$ cat src/rtl/nios_fprint_processor3_0_cpu3_mult_seq.sv
// Issue/collect sequencer for the CPU3 32x32 multiplier cell.
// Two pipeline stages track the cell; a credit-guarded FIFO returns results.
module nios_fprint_processor3_0_cpu3_mult_seq #(
  parameter int TAG_W     = 5,
  parameter int RSP_DEPTH = 4
) (
  input  logic             clk,
  input  logic             reset_n,
  input  logic             flush,
  input  logic             req_valid,
  output logic             req_ready,
  input  logic [1:0]       req_op,
  input  logic [31:0]      req_src1,
  input  logic [31:0]      req_src2,
  input  logic [TAG_W-1:0] req_tag,
  output logic [31:0]      E_src1_mul_cell,
  output logic [31:0]      E_src2_mul_cell,
  output logic             E_ctrl_mul_shift_src1_signed,
  output logic             E_ctrl_mul_shift_src2_signed,
  output logic             M_en,
  output logic             A_en,
  input  logic [63:0]      A_mul_cell_result,
  output logic             rsp_valid,
  input  logic             rsp_ready,
  output logic [31:0]      rsp_data,
  output logic [TAG_W-1:0] rsp_tag,
  output logic             busy
);

  localparam int PW = (RSP_DEPTH > 1) ? $clog2(RSP_DEPTH) : 1;
  localparam int CW = $clog2(RSP_DEPTH + 1);
  localparam int OW = $clog2(RSP_DEPTH + 3);

  logic             s1_valid_q, s2_valid_q;
  logic [1:0]       s1_op_q, s2_op_q;
  logic [TAG_W-1:0] s1_tag_q, s2_tag_q;

  logic [PW-1:0]    wr_ptr_q, wr_ptr_d;
  logic [PW-1:0]    rd_ptr_q, rd_ptr_d;
  logic [CW-1:0]    cnt_q, cnt_d;

  logic [31:0]      data_mem [RSP_DEPTH];
  logic [TAG_W-1:0] tag_mem  [RSP_DEPTH];

  logic [OW-1:0]    occ;
  logic             req_fire;
  logic             wr_en, rd_en;
  logic [31:0]      wr_word;

  // Occupancy counts every op that will eventually need a FIFO slot.
  assign occ = OW'(s1_valid_q) + OW'(s2_valid_q) + OW'(cnt_q);

  assign req_ready = ~flush & (occ < OW'(RSP_DEPTH));
  assign req_fire  = req_valid & req_ready;
  assign busy      = |occ;

  assign E_src1_mul_cell = req_src1;
  assign E_src2_mul_cell = req_src2;
  assign E_ctrl_mul_shift_src1_signed =
    (req_op == 2'b01) | (req_op == 2'b10);
  assign E_ctrl_mul_shift_src2_signed =
    (req_op == 2'b01);

  assign M_en = req_fire;
  assign A_en = s1_valid_q & ~flush;

  assign wr_en   = s2_valid_q & ~flush;
  assign rd_en   = rsp_valid & rsp_ready & ~flush;
  assign wr_word = (s2_op_q == 2'b00) ?
    A_mul_cell_result[31:0] : A_mul_cell_result[63:32];

  assign rsp_valid = (cnt_q != '0);
  assign rsp_data  = rsp_valid ? data_mem[rd_ptr_q] : '0;
  assign rsp_tag   = rsp_valid ? tag_mem[rd_ptr_q]  : '0;

  always_ff @(posedge clk or negedge reset_n) begin
    if (!reset_n) begin
      s1_valid_q <= 1'b0;
      s2_valid_q <= 1'b0;
      s1_op_q    <= '0;
      s2_op_q    <= '0;
      s1_tag_q   <= '0;
      s2_tag_q   <= '0;
    end else begin
      s1_valid_q <= req_fire;
      s2_valid_q <= s1_valid_q & ~flush;
      if (req_fire) begin
        s1_op_q  <= req_op;
        s1_tag_q <= req_tag;
      end
      if (s1_valid_q) begin
        s2_op_q  <= s1_op_q;
        s2_tag_q <= s1_tag_q;
      end
    end
  end

  always_comb begin
    wr_ptr_d = wr_ptr_q;
    rd_ptr_d = rd_ptr_q;
    cnt_d    = cnt_q;
    if (flush) begin
      wr_ptr_d = '0;
      rd_ptr_d = '0;
      cnt_d    = '0;
    end else begin
      if (wr_en) begin
        wr_ptr_d = (wr_ptr_q == PW'(RSP_DEPTH - 1)) ?
          '0 : wr_ptr_q + 1'b1;
      end
      if (rd_en) begin
        rd_ptr_d = (rd_ptr_q == PW'(RSP_DEPTH - 1)) ?
          '0 : rd_ptr_q + 1'b1;
      end
      unique case ({wr_en, rd_en})
        2'b10:   cnt_d = cnt_q + 1'b1;
        2'b01:   cnt_d = cnt_q - 1'b1;
        default: cnt_d = cnt_q;
      endcase
    end
  end

  always_ff @(posedge clk or negedge reset_n) begin
    if (!reset_n) begin
      wr_ptr_q <= '0;
      rd_ptr_q <= '0;
      cnt_q    <= '0;
    end else begin
      wr_ptr_q <= wr_ptr_d;
      rd_ptr_q <= rd_ptr_d;
      cnt_q    <= cnt_d;
    end
  end

  always_ff @(posedge clk) begin
    if (wr_en) begin
      data_mem[wr_ptr_q] <= wr_word;
      tag_mem[wr_ptr_q]  <= s2_tag_q;
    end
  end

  // The credit scheme makes an overflowing write unreachable.
  always_ff @(posedge clk) begin
    if (reset_n && wr_en) begin
      assert (cnt_q < CW'(RSP_DEPTH));
    end
  end

endmodule

$ cat config.mk
export PLATFORM = sky130hd
export DESIGN_NAME = nios_fprint_processor3_0_cpu3_mult_seq
export DESIGN_NICKNAME = d
export VERILOG_FILES = /design/src/rtl/nios_fprint_processor3_0_cpu3_mult_seq.sv
export SDC_FILE = /design/constraint.sdc
export NUM_CORES = 1
export LEC_CHECK = 0
export CAP_MARGIN = 20
export CORE_MARGIN = 4
export CORE_UTILIZATION = 42
export CTS_CLUSTER_DIAMETER = 200
export DETAILED_ROUTE_END_ITERATION = 10
export GPL_TIMING_DRIVEN = 1
export PLACE_DENSITY = 0.85
export SETUP_SLACK_MARGIN = 0.5
export SLEW_MARGIN = 25
export SYNTH_ARGS = -nofsm -noshare
export SYNTH_HDL_FRONTEND = slang
export SYNTH_SLANG_ARGS = --single-unit
$ cat constraint.sdc
create_clock -name clk -period 2.4 [get_ports clk]
set_input_delay 0.72 -clock clk [delete_from_list [all_inputs] [get_ports clk]]
set_output_delay 0.72 -clock clk [all_outputs]
set_load 0.1 [all_outputs]
==> reports/qor.csv <==
stage;metric;value;unit
timing;finalSetupViolCount;41;
status;status;finished, violations left;
job;maxCapViolCount;0;
yosys;ys_seq_elements;171;
global_routing;overflow;0;
yosys;avgSynthCellArea;17.4;sq um
yosys;yosysWarnings;0;
global_routing;grt_use_met2;33.0;%
layout;final_cells;788;
clock_network;cts-root-buf;clkbuf_16;
clock_network;hold_buffers;0;
placed_design;io_buffer_count;119;
timing;maxSlewHeadroom;76.7;%
setup_path;reg2reg_depth;8;
floorplanning;die_area;20400;sq um
timing;finalCriticalPeriod;2810;ps
setup_path;critPathKind;flip-flop to output pin;
min_path;worstHoldEndpoint;s1_op_q[0]$_DFFE_PN0P_;
min_path;hp-start;s1_op_q[0]$_DFFE_PN0P_;
floorplanning;core.rowCount;49;
setup_path;reg2reg_to;cnt_q[2]$_DFFE_PN0P_;
route;drt-total-wl;19000;um
global_routing;grt_max_degree;24;
timing;slew_violations;0;
clock_network;cts_tree;done;
layout;n_antenna_cell;0;
yosys;synth_nets;588;
clock_network;cts_buffers;17;
clock_network;clk_latency;420;ps
min_path;hp-class;flip-flop to flip-flop;
route;drtAntennaViolNets;0;
clock_network;htreeDepth;4;
setup_path;cp_max_fo;2;
floorplanning;start_util;42.6;%
setup_path;r2r_setup_slack;210;ps
global_routing;grt_pass1_vias;4520;
setup_path;worst_setup_path_start_kind;flip-flop;
yosys;syn-cell-area;7630;sq um
layout;area_growth;38.5;%
clock_network;clkSinkCount;171;
global_routing;grt_pass1_wl;27200;um
global_routing;grt_use_met1;19.6;%
power;peakVddDrop;0.000351;V
placed_design;gp_congestion;0.724;
clock_network;cts_buffer_depth;2;
placed_design;dp_cells;736;
global_routing;grt.total_usage;18.2;%
route;vias;4149;
timing;finalSetupTns;-12860;ps
clock_network;path_clk_slew;70;ps
route;drc;0;
yosys;ys_seq_area_share;65.8;%
route;wl_per_cell;24.1;um
floorplanning;pin_count;248;
setup_path;rr_startpoint;cnt_q[0]$_DFFE_PN0P_;
global_routing;grt_use_met3;4.96;%
floorplanning;dieWidth;143;um
timing;max_freq;356;MHz
floorplanning;fp.dieH;143;um
route;via_per_inst;5.27;
layout;layout-drive-gt1-share;49.4;%
route;drtIter0Drc;320;
power;p_per_area;771;nW/um^2
route;drtPass1Iterations;4;
timing;hold_ws;520;ps
placed_design;place_hpwl;12300;um
power;p_leak;3.70;nW
setup_path;cp.arrival;2090;ps
yosys;synth.distinct_cells;33;
placed_design;dpl_worst_slack;-256;ps
timing;fin_ws;-412;ps
min_path;holdPathStages;1;
setup_path;crit_required;1680;ps
layout;final_util;59.0;%
layout;final_nets;695;
floorplanning;coreArea;17900;sq um
global_routing;antenna_found_initial;0;
yosys;netlist_instances;439;
global_routing;grt-busiest-layer;met2;
timing;finalHoldViolCount;0;
setup_path;crit_path_end_kind;output pin;
timing;fin_crit_sh;117;%
timing;worstMarginPinSlew;346;ps
status;violations;negative setup slack;
timing;rsz0062_at_grt;true;
timing;skew;20.8;ps
## synthesized netlist by cell type (all sizes together)
cell,number,area [sq um]
a21oi,4,20.0
a221oi,1,8.76
a31oi,1,6.26
and2,43,269
and3,1,6.26
buf,76,558
clkbuf,7,26.3
dfrtp,23,576
edfxtp,148,4440
fa,2,40.0
ha,7,87.6
inv,9,33.8
mux2,46,518
mux2i,1,10.0
mux4,37,833
nand2,3,11.3
nand3,2,10.0
nand4,2,12.5
nor2,10,37.5
nor2b,2,12.5
nor3,2,10.0
nor3b,2,26.3
o211ai,1,7.51
o21ai,2,10.0
o31ai,1,7.51
o41ai,1,8.76
or3,2,12.5
or3b,1,8.76
xnor2,1,8.76
xor2,1,8.76
## report_power, final
group / leakage [nW] / internal [W] / switching (W) / total (W)
Clock: 0.288 / 0.00156 / 0.00115 / 0.00272
Combinational: 1.79 / 0.000880 / 0.00101 / 0.00189
Sequential: 1.61 / 0.00346 / 0.0000804 / 0.00354
## sequential cells by signal, summed over array words and instances, names as in the netlist
register	cells
data_mem	128
tag_mem	20
s1_tag_q	5
s2_tag_q	5
cnt_q	3
rd_ptr_q	2
s1_op_q	2
s2_op_q	2
wr_ptr_q	2
s1_valid_q	1
s2_valid_q	1
## stage by stage
| step | instance area [sq um] | power, W |
|---|---|---|
| 6_report | 10600 | 0.00814 |
| 3_5_place_dp | 9550 | 0.00530 |
| 4_1_cts | 10500 | 0.00815 |
| 2_1_floorplan | 7840 | 0.00514 |
| 3_3_place_gp | 9550 | 0.00524 |
| 5_1_grt | 10600 | 0.00841 |
## critical path, cell delays in order, from the launching register on
cell     delay (ps)
dfrtp_1         360
inv_2            50
fa_2            380
inv_2            70
ha_4            150
xor2_4           70
buf_6           130
nor3b_4         240
buf_12          210
## worst max path at each step
stage / end / startpoint / slack (ps)
finish: M_en / s2_valid_q$_DFF_PN0_ / -410
global route: M_en / s1_valid_q$_DFF_PN0_ / -500
CTS: M_en / s2_valid_q$_DFF_PN0_ / -410
detailed placement: E_ctrl_mul_shift_src1_signed / req_op[1] / -260
global placement: E_ctrl_mul_shift_src1_signed / req_op[1] / -230
floorplan: M_en / s1_valid_q$_DFF_PN0_ / -500
## routing by layer
| metal | up-vias | part of all wire [%] |
|---|---|---|
| li1 | 1814 | - |
| met1 | 2114 | 32 |
| met2 | 168 | 56 |
| met3 | 53 | 8.4 |
| met4 | 0 | 3.6 |
| met5 | - | 0 |
## cell families (layout without fill, tap and decap cells)
kind of cell	after synthesis	after routing	share of synthesized area (%)
DFF	171	171	65.8
buffers and inverters	92	212	8.10
muxes	84	84	17.8
and+or+nand+nor	70	70	5.46
AOI/OAI and AO/OA	11	11	0.902
adders and majority gates	9	9	1.67
xor gates and xnor gates	2	2	0.230
## area by class of cell
| class | count | area [sq um] |
|---|---|---|
| clock buffers | 18 | 429 |
| clock inverters | 14 | 160 |
| fillers | 1231 | 7340 |
| inverters | 9 | 55.1 |
| multi-input cells | 176 | 2220 |
| flip-flops and latches | 171 | 5020 |
| well taps | 229 | 287 |
| repair buffers | 171 | 2380 |
## placed cells by master (no fill, tap or decap), types with 3 or more instances in the layout
cell / Yosys / layout
dfrtp_1: 23 / 19
inv_8: 0 / 4
buf_4: 66 / 24
inv_2: 0 / 3
nor2_1: 10 / 7
mux2_4: 0 / 7
mux4_2: 37 / 37
clkdlybuf4s50_1: 0 / 72
ha_1: 7 / 4
edfxtp_1: 148 / 148
ha_4: 0 / 3
nor2_4: 0 / 3
mux2_2: 46 / 39
nand2_1: 3 / 3
clkbuf_16: 0 / 17
buf_16: 0 / 6
dfrtp_2: 0 / 4
buf_12: 0 / 62
a21oi_1: 4 / 3
and2_4: 0 / 41
buf_6: 2 / 5
## timing repair
item,4_1_cts,5_1_grt
cloned,5,0
setup endpoints to repair,201,53
setup buffers,12,3
resized for setup,41,14
pin swaps,17,6
No activity file was read; power rests on OpenSTA's default activity.
